--- src/rtl/trans_feeder_pkg.sv ---
// Shared definitions for the 128-bit transaction path: word layout, field
// positions and the feeder handshake state encoding (also used by the validator).
package trans_pkg;

  localparam int WORD_W          = 128;

  localparam int SENDER_MSB      = 127;
  localparam int SENDER_LSB      = 80;
  localparam int RECEIVER_MSB    = 79;
  localparam int RECEIVER_LSB    = 32;
  localparam int AMOUNT_MSB      = 31;
  localparam int AMOUNT_LSB      = 10;
  localparam int BIT_BLOCK_START = 9;

  typedef enum logic [1:0] {
    FEED_IDLE    = 2'd0,
    FEED_PRESENT = 2'd1,
    FEED_GAP     = 2'd2
  } feeder_state_t;

  function automatic logic get_block_start(input logic [WORD_W-1:0] word);
    return word[BIT_BLOCK_START];
  endfunction

endpackage

--- src/rtl/trans_word_fifo.sv ---
// Synchronous word FIFO with a fall-through head; simultaneous push and pop
// are accepted at every level, including full.
module trans_word_fifo #(
  parameter int WIDTH = 128,
  parameter int DEPTH = 4
) (
  input  logic                       clk,
  input  logic                       rst,
  input  logic                       push_i,
  input  logic [WIDTH-1:0]           push_data_i,
  input  logic                       pop_i,
  output logic [WIDTH-1:0]           head_o,
  output logic [$clog2(DEPTH):0]     level_o,
  output logic                       full_o,
  output logic                       empty_o
);

  localparam int PTR_W = $clog2(DEPTH);
  localparam int LVL_W = $clog2(DEPTH) + 1;

  logic [WIDTH-1:0] mem [DEPTH];
  logic [PTR_W-1:0] wrPtr_q, wrPtr_d;
  logic [PTR_W-1:0] rdPtr_q, rdPtr_d;
  logic [LVL_W-1:0] level_q, level_d;
  logic             doPush;
  logic             doPop;

  assign full_o  = (level_q == LVL_W'(DEPTH));
  assign empty_o = (level_q == '0);
  assign head_o  = mem[rdPtr_q];
  assign level_o = level_q;

  // A pop frees the slot a same-edge push lands in, so full does not block it.
  assign doPop  = pop_i && !empty_o;
  assign doPush = push_i && (!full_o || doPop);

  always_comb begin
    wrPtr_d = wrPtr_q;
    rdPtr_d = rdPtr_q;
    level_d = level_q;
    if (doPush) begin
      wrPtr_d = wrPtr_q + PTR_W'(1);
    end
    if (doPop) begin
      rdPtr_d = rdPtr_q + PTR_W'(1);
    end
    case ({doPush, doPop})
      2'b10:   level_d = level_q + LVL_W'(1);
      2'b01:   level_d = level_q - LVL_W'(1);
      default: level_d = level_q;
    endcase
  end

  always_ff @(posedge clk) begin
    if (rst) begin
      wrPtr_q <= '0;
      rdPtr_q <= '0;
      level_q <= '0;
    end else begin
      wrPtr_q <= wrPtr_d;
      rdPtr_q <= rdPtr_d;
      level_q <= level_d;
    end
  end

  always_ff @(posedge clk) begin
    if (doPush) begin
      mem[wrPtr_q] <= push_data_i;
    end
  end

endmodule

--- src/rtl/trans_feeder.sv ---
// Initiator side of the transaction handshake: packs host bytes into words,
// buffers them and presents each one to the validator until it is acknowledged.
module trans_feeder
  import trans_pkg::*;
#(
  parameter int WORD_BYTES  = 16,
  parameter int FIFO_DEPTH  = 4,
  parameter int ACK_TIMEOUT = 8192
) (
  input  logic                          clk,
  input  logic                          rst,
  input  logic [7:0]                    byte_i,
  input  logic                          byte_valid_i,
  input  logic                          sof_i,
  output logic                          byte_ready_o,
  output logic [8*WORD_BYTES-1:0]       data_o,
  output logic                          valid_o,
  input  logic                          ack_i,
  output logic [$clog2(FIFO_DEPTH):0]   fifo_level_o,
  output logic [31:0]                   sent_count_o,
  output logic                          frame_err_o,
  output logic                          timeout_o
);

  localparam int WW    = 8 * WORD_BYTES;
  localparam int CNT_W = $clog2(WORD_BYTES);
  localparam int TMO_W = $clog2(ACK_TIMEOUT + 1);

  logic [CNT_W-1:0]  byteCnt_q, byteCnt_d;
  logic [WW-1:0]     asmWord_q, asmWord_d;
  logic              frameErr_q, frameErr_d;
  logic              byteAccept;
  logic              push;

  feeder_state_t     state_q, state_d;
  logic [WW-1:0]     data_q, data_d;
  logic              valid_q, valid_d;
  logic [31:0]       sentCnt_q, sentCnt_d;
  logic [TMO_W-1:0]  tmoCnt_q, tmoCnt_d;
  logic              timeout_q, timeout_d;
  logic              pop;

  logic [WW-1:0]     fifoHead;
  logic              fifoFull;
  logic              fifoEmpty;

  assign byte_ready_o = !fifoFull;
  assign byteAccept   = byte_valid_i && byte_ready_o;

  // The word handed to the FIFO is asmWord_d so the final byte is included
  // on the same edge it is accepted.
  always_comb begin
    asmWord_d  = asmWord_q;
    byteCnt_d  = byteCnt_q;
    frameErr_d = frameErr_q;
    push       = 1'b0;
    if (byteAccept) begin
      if (sof_i && (byteCnt_q != '0)) begin
        frameErr_d         = 1'b1;
        asmWord_d          = '0;
        asmWord_d[WW-1 -: 8] = byte_i;
        byteCnt_d          = CNT_W'(1);
      end else begin
        asmWord_d[WW-1-8*int'(byteCnt_q) -: 8] = byte_i;
        if (byteCnt_q == CNT_W'(WORD_BYTES - 1)) begin
          push      = 1'b1;
          byteCnt_d = '0;
        end else begin
          byteCnt_d = byteCnt_q + CNT_W'(1);
        end
      end
    end
  end

  trans_word_fifo #(
    .WIDTH (WW),
    .DEPTH (FIFO_DEPTH)
  ) u_fifo (
    .clk         (clk),
    .rst         (rst),
    .push_i      (push),
    .push_data_i (asmWord_d),
    .pop_i       (pop),
    .head_o      (fifoHead),
    .level_o     (fifo_level_o),
    .full_o      (fifoFull),
    .empty_o     (fifoEmpty)
  );

  // Timeout counter saturates at ACK_TIMEOUT so the sticky flag never re-arms by wrap.
  always_comb begin
    state_d   = state_q;
    data_d    = data_q;
    valid_d   = valid_q;
    sentCnt_d = sentCnt_q;
    tmoCnt_d  = '0;
    timeout_d = timeout_q;
    pop       = 1'b0;
    case (state_q)
      FEED_IDLE: begin
        valid_d = 1'b0;
        if (!fifoEmpty) begin
          data_d  = fifoHead;
          pop     = 1'b1;
          valid_d = 1'b1;
          state_d = FEED_PRESENT;
        end
      end
      FEED_PRESENT: begin
        if (ack_i) begin
          valid_d   = 1'b0;
          sentCnt_d = sentCnt_q + 32'd1;
          state_d   = FEED_GAP;
        end else begin
          if (tmoCnt_q == TMO_W'(ACK_TIMEOUT)) begin
            tmoCnt_d = tmoCnt_q;
          end else begin
            tmoCnt_d = tmoCnt_q + TMO_W'(1);
          end
          if (tmoCnt_q >= TMO_W'(ACK_TIMEOUT - 1)) begin
            timeout_d = 1'b1;
          end
        end
      end
      FEED_GAP: begin
        valid_d = 1'b0;
        state_d = FEED_IDLE;
      end
      default: begin
        valid_d = 1'b0;
        state_d = FEED_IDLE;
      end
    endcase
  end

  always_ff @(posedge clk) begin
    if (rst) begin
      byteCnt_q  <= '0;
      asmWord_q  <= '0;
      frameErr_q <= 1'b0;
      state_q    <= FEED_IDLE;
      data_q     <= '0;
      valid_q    <= 1'b0;
      sentCnt_q  <= '0;
      tmoCnt_q   <= '0;
      timeout_q  <= 1'b0;
    end else begin
      byteCnt_q  <= byteCnt_d;
      asmWord_q  <= asmWord_d;
      frameErr_q <= frameErr_d;
      state_q    <= state_d;
      data_q     <= data_d;
      valid_q    <= valid_d;
      sentCnt_q  <= sentCnt_d;
      tmoCnt_q   <= tmoCnt_d;
      timeout_q  <= timeout_d;
    end
  end

  assign data_o       = data_q;
  assign valid_o      = valid_q;
  assign sent_count_o = sentCnt_q;
  assign frame_err_o  = frameErr_q;
  assign timeout_o    = timeout_q;

endmodule

--- config.mk ---
export PLATFORM = sky130hd
export DESIGN_NAME = trans_feeder
export DESIGN_NICKNAME = d
export VERILOG_FILES = /design/src/rtl/trans_feeder_pkg.sv /design/src/rtl/trans_word_fifo.sv /design/src/rtl/trans_feeder.sv
export SDC_FILE = /design/constraint.sdc
export NUM_CORES = 1
export LEC_CHECK = 0
export BUFFER_PORTS_ARGS = -buffer_cell sky130_fd_sc_hd__buf_4
export CAP_MARGIN = 10
export CORE_ASPECT_RATIO = 0.6
export CORE_MARGIN = 2
export CORE_UTILIZATION = 35
export DETAILED_ROUTE_END_ITERATION = 16
export PLACE_DENSITY = 0.61
export SKIP_CTS_REPAIR_TIMING = 1
export SLEW_MARGIN = 20
export SYNTH_ARGS = -nofsm -noshare
export SYNTH_HDL_FRONTEND = slang
export SYNTH_HIERARCHICAL = 1
export SYNTH_SLANG_ARGS = --single-unit
export TNS_END_PERCENT = 30
--- constraint.sdc ---
create_clock -name clk -period 6.2 [get_ports clk]
set_clock_uncertainty 0.1 [all_clocks]
set_input_delay 1.55 -clock clk [delete_from_list [all_inputs] [get_ports clk]]
set_output_delay 1.55 -clock clk [all_outputs]
set_load 0.02 [all_outputs]
==> metrics.md, run 1 <==
| Metric | Value |
|---|---|
| CP Capture Type | register |
| GR Overflow Total | 0 |
| Area after DPL | roughly 0.034 mm2 |
| Gate Count Post-Synth | 2,236 |
| Num CTS Buffers | between 70 and 80 |
| Htree depth | 3 |
| Crit. path cell count | 7 |
| Worst Tran Pin Value | 1.238 ns |
| Total I/O pin count | 180 |
| Max IR drop VDD | 0.0001936 V |
| Crit path kind | reg -> reg |
| Synth area leader | edfxtp_1 |
| Number of enable flip-flop cells after synthesis | around 510 |
| Clock latency at the later pin of the worst-skew pair | about 0.64 ns |
| Cell breakdown of the critical path | nor3_1, or3_4, inv_4, inv_1, a21boi_2, and2_4, buf_12 |
| Int Power | 8.592 mW |
| Die W | approximately 390 um |
| Type of the most critical hold path | reg -> reg |
| Crit path DAT | between 4 and 5 ns |
| GR Util All Layers | between 10% and 20% |
| Sw frac | between 20% and 30% |
| TNS Setup | 0 ns |
| Count of cell types in the netlist | between 50 and 60 |
| Tcrit/Tclk final | between 60 and 70% |
| Fin util | between 40% and 50% |
| Reg2reg path depth | 7 |
| DR iter-0 viols | ~1.7k |
| WL/cell | roughly 21 um |
| GR Layer Usage met1 | 25.10% |
| CP delay by family, top | simple AND/OR/NAND/NOR gates |
| Fin. max-slew vios | 0 |
| FILL cells | just over 8k |
| Antenna viol nets, final | 0 |
| # setup viols final | 0 |
| Effective utilization at floorplan | about a third |
| Pwr dens | approximately 300 mW/mm2 |
| First-pass GRT wire length | ~120,000 um |
| Area occupied by multi-input gates | ~0.0089 mm2 |
| Die H | around 240 um |
| Syn nets | 2,264 |
| Slowest CP cell | inv_4 |
| Final Hold Fails | 0 |
| Met2 Resource Use GR | between 20% and 30% |
| Final Instance Area | 0.03642 mm2 |
| Critical Path Start Type | register |
| DR vias/cell | 5.116 |
| Synth Register Bits | roughly 830 |
| Max Cap Viol | 0 |
| Hold Path Cell Cnt | 2 |
| Leakage | ~13 nW |
| Initial DRT Pass Iterations | 5 |
| RSZ-0062 raised after global routing | no |
| Syn avg cell area | ~14 um2 |
| Yosys Warn Count | 6 |
| Share of post-route cells with drive strength above 1 | 19.89% |
| Met3 Use GR | between 3 and 4% |
| Power Total | approximately 11 mW |
| Synth area leaders | edfxtp_1 49%, dfxtp_1 20%, mux4_2 9.2% |
| Port bufs | between 150 and 200 |
| CP bufs+invs | 3 |
| Synth cell count leaders | 512 x edfxtp_1, 320 x dfxtp_1, 297 x nor2_1 |
| Pre-CTS setup slack | roughly 2 ns |
| Post-synth top area share | approximately 50% |
| Net load switching power | 2.206 mW |
| Worst endpoint required time | 6.39 ns |
| Area delta synth->final | 15.81% |
| DP HPWL | 49,270 um |
| Critical path fanouts, max | 75 |
| CP max stage delay | 0.74 ns |
| CTS tree | done |
| Die area | between 0.09 and 0.1 mm2 |
| Gpl congestion | 0.8627 |
| Synth async-reset ratio | 0% |
| Status | finished clean |
| Via count | ~19k |
| Largest net degree at the start of global routing | 122 |
| Seq pwr share | 53.9% |
| Mapped Area | 0.03145 mm2 |
| Clock Path Buffers | 3 |
| Relative slew slack | between 10% and 20% |
| Clk network pwr share | 44.5% |
| Crit path time final | between 4 and 5 ns |
| Logic pwr share | about 1.6% |
| Antenna violations before repair | 3 |
| Residual DRC | 0 |
| Register area | roughly 0.022 mm2 |
| Number of global-route vias before repair | 18.21k |
| Seq/Total Area, Yosys | between 60% and 70% |
| Row Count | between 80 and 90 |
| Fmax | 247.2 MHz |
| Post-synth top flop | edfxtp_1 |
| Count leader, synth | edfxtp_1 |
| Nets | 2,420 |
| Clock root cell | clkbuf_16 |
| CTS sink cnt | between 800 and 900 |
| Most crowded layer after global routing | met1 |
| CTS clk-pin slew, worst paths | 0.06 ns |
| Core area | a little under 0.09 mm2 |
| Final WL | 76,370 um |
| Setup ws final | 2.154 ns |
## cell type report
cell class / instances / share of cell area (%)
sequential: 832 / 59.83
inverter: 36 / 0.3779
tap: 1174 / 4.033
antenna: 1 / 0.006871
timing repair buffer: 203 / 4.411
clock buffer: 100 / 6.012
multi-input combinational: 1243 / 24.36
clock inverter: 40 / 0.9688
## cell usage in the layout (no fill, tap or decap), types with 21 or more instances in the layout
cell type / instances
a21oi_1: 183
inv_1: 33
nand3_1: 22
nor3_1: 21
nor2_1: 297
mux2i_1: 92
edfxtp_1: 512
clkbuf_16: 82
mux4_2: 128
buf_4: 195
dfxtp_1: 318
nand2_1: 279
and3_1: 29
## logic make-up after synthesis
kind of cell	share of synthesized area (%)
xor gates and xnor gates	0.6684
muxes	12.24
DFF	69.26
and+or+nand+nor	10.66
AOI/OAI and AO/OA	3.816
buffers and inverters	2.737
adders and majority gates	0.6207
## flip-flops by register name, summed over array words and instances (netlist names), named ones only
register,count
asmWord_q,128
byteCnt_q,4
data_o,128
frame_err_o,1
sent_count_o,32
state_q,2
timeout_o,1
tmoCnt_q,14
u_fifo/level_o,3
u_fifo/mem,512
u_fifo/rdPtr_q,2
u_fifo/wrPtr_q,2
valid_o,1
## worst paths after layout
| check | startpoint | endpoint | slack [ns] |
|---|---|---|---|
| worst max-delay path | u_fifo/level_o[0]$_SDFFE_PP0P_ | u_fifo/mem[2][14]$_DFFE_PP_ | 2.15 |
| worst min register to register | data_o[103]$_SDFFE_PP0P_ | data_o[103]$_SDFFE_PP0P_ | 0.35 |
| worst min-delay path | data_o[103]$_SDFFE_PP0P_ | data_o[103]$_SDFFE_PP0P_ | 0.35 |
| worst max register to register | u_fifo/level_o[0]$_SDFFE_PP0P_ | u_fifo/mem[2][14]$_DFFE_PP_ | 2.15 |
## tightest hold or removal path, delay by kind of cell (launching register included)
family	cells	cell delay, ns
DFF	1	0.31
and+or+nand+nor	1	0.05
AOI/OAI and AO/OA	1	0.05
## power by group through the flow
stage	Sequential, mW	Combinational, mW	Clock (mW)
after global placement	5.94	0.163	0
final	5.82	0.171	4.80
after detailed placement	5.94	0.166	0
after CTS	5.82	0.167	4.90
after global routing	5.82	0.181	5.13
after floorplan	5.94	0.0989	0
## metal layers
layer / vias to the layer above / routed length [um] / part of all wire, %
li1: 8479 / - / -
met3: 103 / 5557 / 7.3
met2: 572 / 33180 / 43
met1: 9408 / 36410 / 48
met5: - / 23 / 0.030
met4: 4 / 1196 / 1.6
## stage by stage
stage          hold slack, ns  cells
2_1_floorplan          0.3474   2236
3_3_place_gp           0.3474   3488
3_5_place_dp           0.3488   3488
4_1_cts                0.3579   3628
5_1_grt                0.3778   3628
6_report               0.3547   3629
Note: power is estimated with default switching activity, not from simulation.
==> run 2, diff against run 1 <==
--- a/config.mk
+++ b/config.mk
@@ -11,7 +11,7 @@
 export CORE_MARGIN = 2
 export CORE_UTILIZATION = 35
 export DETAILED_ROUTE_END_ITERATION = 16
-export PLACE_DENSITY = 0.61
+export PLACE_DENSITY = 0.6
 export SKIP_CTS_REPAIR_TIMING = 1
 export SLEW_MARGIN = 20
 export SYNTH_ARGS = -nofsm -noshare
==> constraint.sdc (replaced) <==
create_clock -name clk -period 4.1 [get_ports clk]
set_clock_uncertainty 0.1 [all_clocks]
set_input_delay 1.025 -clock clk [delete_from_list [all_inputs] [get_ports clk]]
set_output_delay 1.025 -clock clk [all_outputs]
set_load 0.02 [all_outputs]
==> metrics.md, run 2 (same netlist as run 1, synthesis figures left out) <==
| Metric | Value |
|---|---|
| Status | finished clean |
| Net load switching power | about 3.4 mW |
| Final hold slack | 0.3550 ns |
| # setup viols final | 0 |
| Logic pwr share | about 1.6% |
| Power Total | 16.55 mW |
| Leakage | 12.93 nW |
| CTS clk-pin slew, worst paths | ~0.06 ns |
| Core area | ~0.089 mm2 |
| DP HPWL | a little under 50,000 um |
| Initial DRT Pass Iterations | 5 |
| Setup ws final | a little over 0.3 ns |
| Pre-CTS setup slack | ~0.45 ns |
| Crit path DAT | 4.25 ns |
| Final Hold Fails | 0 |
| Antenna viol nets, final | 0 |
| CTS tree | done |
| Row Count | 85 |
| TNS Setup | 0 ns |
| Worst endpoint required time | between 4 and 5 ns |
| Sw frac | about 20% |
| Nets | between 2k and 2.5k |
| Largest register FFs | 512 |
| Int Power | about 13 mW |
| Fmax | 263.9 MHz |
| Via count | 18.56k |
| Residual DRC | 0 |
| Pwr dens | approximately 450 mW/mm2 |
| Fin. max-slew vios | 0 |
| Critical path fanouts, max | 16 |
| Area after DPL | roughly 0.034 mm2 |
| Die H | between 200 and 250 um |
| Antenna violations before repair | 2 |
| Post-Layout Cell Count | 3,653 |
| Num CTS Buffers | 80 |
| Final WL | roughly 76,000 um |
| RSZ-0062 raised after global routing | no |
| Type of the most critical hold path | reg -> reg |
| Critical Path Start Type | register |
| Area delta synth->final | 16.85% |
| Total I/O pin count | 180 |
| Share of post-route cells with drive strength above 1 | 20.23% |
| DR iter-0 viols | between 1.5k and 2k |
| Die area | 0.09234 mm2 |
| CTS sink cnt | 832 |
| DR vias/cell | just over 5 |
| Number of global-route vias before repair | about 18k |
| Effective utilization at floorplan | 35.20% |
| Tcrit/Tclk final | 92.41% |
| GR Util All Layers | 16.46% |
| Crit path kind | reg -> reg |
| Clk network pwr share | 45.2% |
| Port bufs | approximately 180 |
| Relative slew slack | a little over a fifth |
| Clock Path Buffers | 3 |
| Largest reg by FF count | u_fifo/mem |
| GR Overflow Total | 0 |
| Worst Tran Pin Value | 1.162 ns |
| Seq pwr share | between 50% and 60% |
| Gpl congestion | approximately 0.86 |
| First-pass GRT wire length | 116,300 um |
| Max Cap Viol | 0 |
| Die W | around 390 um |
| Crit path time final | between 3 and 4 ns |
| Max IR drop VDD | 0.0002937 V |
| Most common cell after layout, fill and taps aside | edfxtp_1 |
| CP Capture Type | register |
| Fin util | 41.13% |
| Final Instance Area | approximately 0.037 mm2 |
| Most frequent cells in the layout | 512 x edfxtp_1, 318 x dfxtp_1, 297 x nor2_1 |
| Htree depth | 3 |
| Clock root cell | clkbuf_16 |
| # placed instances | ~3.5k |
| Clock latency at the later pin of the worst-skew pair | ~0.64 ns |
| WL/cell | 20.78 um |
| Largest net degree at the start of global routing | roughly 140 |
run 2: cell types whose count changed in the layout (fill, tap and decap cells not counted), sizes merged, moves of 2 or more:
cell / change
clkinv: -13
clkbuf: +14
diode: +2
buf: +13
inv: +6
run 2: power groups by stage:
stage / Combinational, mW / Sequential, mW / Clock (mW)
6_report: 0.267 / 8.81 / 7.47
5_1_grt: 0.284 / 8.80 / 8.02
4_1_cts: 0.263 / 8.81 / 7.65
3_5_place_dp: 0.262 / 8.99 / 0
3_3_place_gp: 0.258 / 8.99 / 0
2_1_floorplan: 0.150 / 8.99 / 0
run 2: worst paths after layout:
kind                                     to  cells after the start  slack [ns]                 startpoint
min                data_o[116]$_SDFFE_PP0P_                      2        0.36   data_o[116]$_SDFFE_PP0P_
min reg2reg        data_o[116]$_SDFFE_PP0P_                      2        0.36   data_o[116]$_SDFFE_PP0P_
max reg2reg  u_fifo/level_o[2]$_SDFFE_PP0P_                     14        0.31  byteCnt_q[1]$_SDFFE_PP0P_
max          u_fifo/level_o[2]$_SDFFE_PP0P_                     14        0.31  byteCnt_q[1]$_SDFFE_PP0P_
run 2: layout make-up:
class,count,area (um2)
clock buffers,114,2280
diodes,3,7.507
repair buffers,216,1838
clock inverters,35,376.6
inverters,36,137.6
fillers,8139,52590
flip-flops and latches,832,21790
well taps,1174,1469
multi-input cells,1243,8850
run 2: critical path, cell delays in order (launching register included):
cell and delay (ns):
dfxtp_1 0.65, clkinv_1 0.44, ha_1 0.33, nor3b_2 0.19
nand2b_1 0.25, nand2_1 0.13, nor2_1 0.05, a21boi_2 0.16
inv_1 0.09, ha_1 0.19, inv_1 0.08, fa_1 0.37
xor2_1 0.17, or3_1 0.32, a21oi_1 0.18
run 2: routing by layer:
metal / vias to the layer above / track usage [%] / part of all wire [%]
li1: 8522 / - / -
met1: 9427 / 25.02 / 48
met2: 507 / 24.12 / 44
met3: 107 / 3.169 / 6.2
met4: 0 / 3.955 / 2.0
met5: - / 0 / 0
==> run 3, diff against run 2 <==
--- a/config.mk
+++ b/config.mk
@@ -5,6 +5,7 @@
 export SDC_FILE = /design/constraint.sdc
 export NUM_CORES = 1
 export LEC_CHECK = 0
+export ABC_AREA = 1
 export BUFFER_PORTS_ARGS = -buffer_cell sky130_fd_sc_hd__buf_4
 export CAP_MARGIN = 10
 export CORE_ASPECT_RATIO = 0.6
==> metrics.md, run 3 <==
| Metric | Value |
|---|---|
| Tcrit/Tclk final | between 80% and 90% |
| Num CTS Buffers | 76 |
| Crit path to | u_fifo/mem[3][57]$_DFFE_PP_ |
| Mapped Area | approximately 0.033 mm2 |
| Post-synth top flop | edfxtp_1 |
| Status | finished clean |
| Synth Register Bits | between 800 and 900 |
| Die area | 0.09693 mm2 |
| Crit path time final | ~3.3 ns |
| WL/cell | 18.77 um |
| Htree depth | 3 |
| Count of cell types in the netlist | 37 |
| Nets | 3,305 |
| Number of global-route vias before repair | ~21k |
| Largest register FFs | ~510 |
| Leakage | about 15 nW |
| Final Instance Area | between 0.03 and 0.04 mm2 |
| Fin. max-slew vios | 0 |
| Synth cell count leaders | 855 x nor2_1, 512 x edfxtp_1, 320 x dfxtp_1 |
| Power Total | 16.35 mW |
| Antenna violations before repair | 0 |
| Syn nets | about 3.2k |
| Type of the most critical hold path | reg -> reg |
| Port bufs | between 150 and 200 |
| DP HPWL | roughly 56,000 um |
| Worst setup path start | byteCnt_q[0]$_SDFFE_PP0P_ |
| Number of enable flip-flop cells after synthesis | approximately 510 |
| Most common cell after layout, fill and taps aside | nor2_1 |
| Critical Path Start Type | register |
| Relative slew slack | between 30% and 40% |
| GR Overflow Total | 0 |
| Worst Tran Pin Value | roughly 1.0 ns |
| Effective utilization at floorplan | roughly a third |
| Setup ws final | about 0.81 ns |
| CTS tree | done |
| CTS clk-pin slew, worst paths | ~0.06 ns |
| Via count | approximately 23k |
| Clock latency at the later pin of the worst-skew pair | 0.65 ns |
| Critical path fanouts, max | 26 |
| Area delta synth->final | 15.56% |
| Clock root cell | clkbuf_16 |
| # setup viols final | 0 |
| Share of post-route cells with drive strength above 1 | between 10% and 20% |
| TNS Setup | 0 ns |
| FF-to-FF Start | byteCnt_q[0]$_SDFFE_PP0P_ |
| Syn avg cell area | about 11 um2 |
| Pre-CTS setup slack | between 0.6 and 0.7 ns |
| Reg2reg path depth | 9 |
| Die H | about 240 um |
| Max IR drop VDD | about 0.00030 V |
| Most frequent cells in the layout | 849 x nor2_1, 512 x edfxtp_1, 318 x dfxtp_1 |
| Synth async-reset ratio | 0% |
| Synth area leader | edfxtp_1 |
| DR iter-0 viols | 2,256 |
| Die W | around 400 um |
| Gate Count Post-Synth | around 3.1k |
| Yosys Warn Count | 6 |
| Residual DRC | 0 |
| Count leader, synth | nor2_1 |
| Final hold slack | approximately 0.36 ns |
| Antenna Cells | 0 |
| RSZ-0062 raised after global routing | no |
| Initial DRT Pass Iterations | 5 |
| Reg2reg setup slack | slightly above 0.8 ns |
| Antenna viol nets, final | 0 |
| Max Cap Viol | 0 |
| CP Capture Type | register |
| Final WL | between 80,000 and 90,000 um |
| Area after DPL | 0.03570 mm2 |
| Core area | about 0.094 mm2 |
| Pwr dens | 428.4 mW/mm2 |
| GR Util All Layers | between 10% and 20% |
| Post-synth top area share | 46.54% |
| Clock Path Buffers | 3 |
| Synth area leaders | edfxtp_1 47%, dfxtp_1 19%, nor2_1 9.7% |
| Largest net degree at the start of global routing | between 150 and 200 |
| Crit path kind | reg -> reg |
| Crit path DAT | around 3.5 ns |
| Total I/O pin count | between 150 and 200 |
| DR vias/cell | around 5 |
| End of the worst register-to-register path | u_fifo/mem[3][57]$_DFFE_PP_ |
| Largest reg by FF count | u_fifo/mem |
| Seq/Total Area, Yosys | between 60% and 70% |
| First-pass GRT wire length | 132,100 um |
| Final Hold Fails | 0 |
| Row Count | 87 |
| CTS sink cnt | approximately 830 |
| Gpl congestion | 0.9650 |
| Worst endpoint required time | ~4.3 ns |
| Fmax | 303.6 MHz |
[run 3: cell types whose count changed in the layout (fill, tap and decap cells not counted), sizes merged, moves of 89 or more]
cell | previous run | this run
a21oi | 183 | 34
inv | 41 | 130
mux2i | 92 | 0
mux4 | 128 | 0
nand2 | 279 | 161
nor2 | 306 | 898
nor3 | 31 | 153
nor4 | 4 | 120
o21ai | 7 | 409
o22ai | 0 | 128
[run 3: through the flow]
stage | instances | util, %
after floorplan | 3139 | -
after global placement | 4445 | 38.10
after detailed placement | 4445 | 38.10
after CTS | 4587 | 40.73
after global routing | 4587 | 40.73
final | 4587 | 40.73
[run 3: logic make-up after synthesis]
kind of cell               count (synthesis)  synth area share, %
adders and majority gates                 15               0.5909
and+or+nand+nor                         1396                18.59
xor gates and xnor gates                   3              0.07956
AOI/OAI and AO/OA                        582                10.13
DFF                                      832                65.94
buffers and inverters                    311                4.674
[run 3: power breakdown]
part / switching, mW / total, mW / leakage [nW] / internal, mW
registers: 0.0167 / 8.85 / 7.78 / 8.83
clock network: 3.17 / 7.11 / 1.20 / 3.95
logic: 0.300 / 0.390 / 5.80 / 0.0908
[run 3: worst max-delay path, cell delays in order, from the launching register on]
cell and delay, ns:
dfxtp_1 0.54, inv_1 0.21, ha_1 0.35, nand3_4 0.21
nand2_4 0.15, nand2_4 0.07, nor2_4 0.24, nand2_4 0.15
nor2_4 0.63, buf_12 0.28
[run 3: final cells by class]
cell class	count	area, um2
Sequential cell	832	21790
Inverter	127	498.0
Tap cell	1246	1559
Clock inverter	29	230.2
Timing Repair Buffer	244	2082
Fill cell	9039	55550
Multi-Input combinational cell	1996	9777
Clock buffer	113	2238
[run 3: per-layer routing]
layer  vias up  wire length [um]  track usage [%]
met2       687             36850            25.29
met1     11240             41760            26.26
met5         -                 0                0
li1      11280                 -                -
met3       125              5931            3.743
met4         0              1560            4.144
[run 3: worst min path at each step]
stage | from | endpoint | slack (ns) | cells after the start
after floorplan | tmoCnt_q[13]$_SDFFE_PP0P_ | tmoCnt_q[13]$_SDFFE_PP0P_ | 0.34 | 2
after global placement | timeout_o$_SDFFE_PP0P_ | timeout_o$_SDFFE_PP0P_ | 0.35 | 2
after detailed placement | timeout_o$_SDFFE_PP0P_ | timeout_o$_SDFFE_PP0P_ | 0.35 | 2
after CTS | timeout_o$_SDFFE_PP0P_ | timeout_o$_SDFFE_PP0P_ | 0.36 | 2
after global routing | timeout_o$_SDFFE_PP0P_ | timeout_o$_SDFFE_PP0P_ | 0.41 | 2
final | timeout_o$_SDFFE_PP0P_ | timeout_o$_SDFFE_PP0P_ | 0.36 | 2
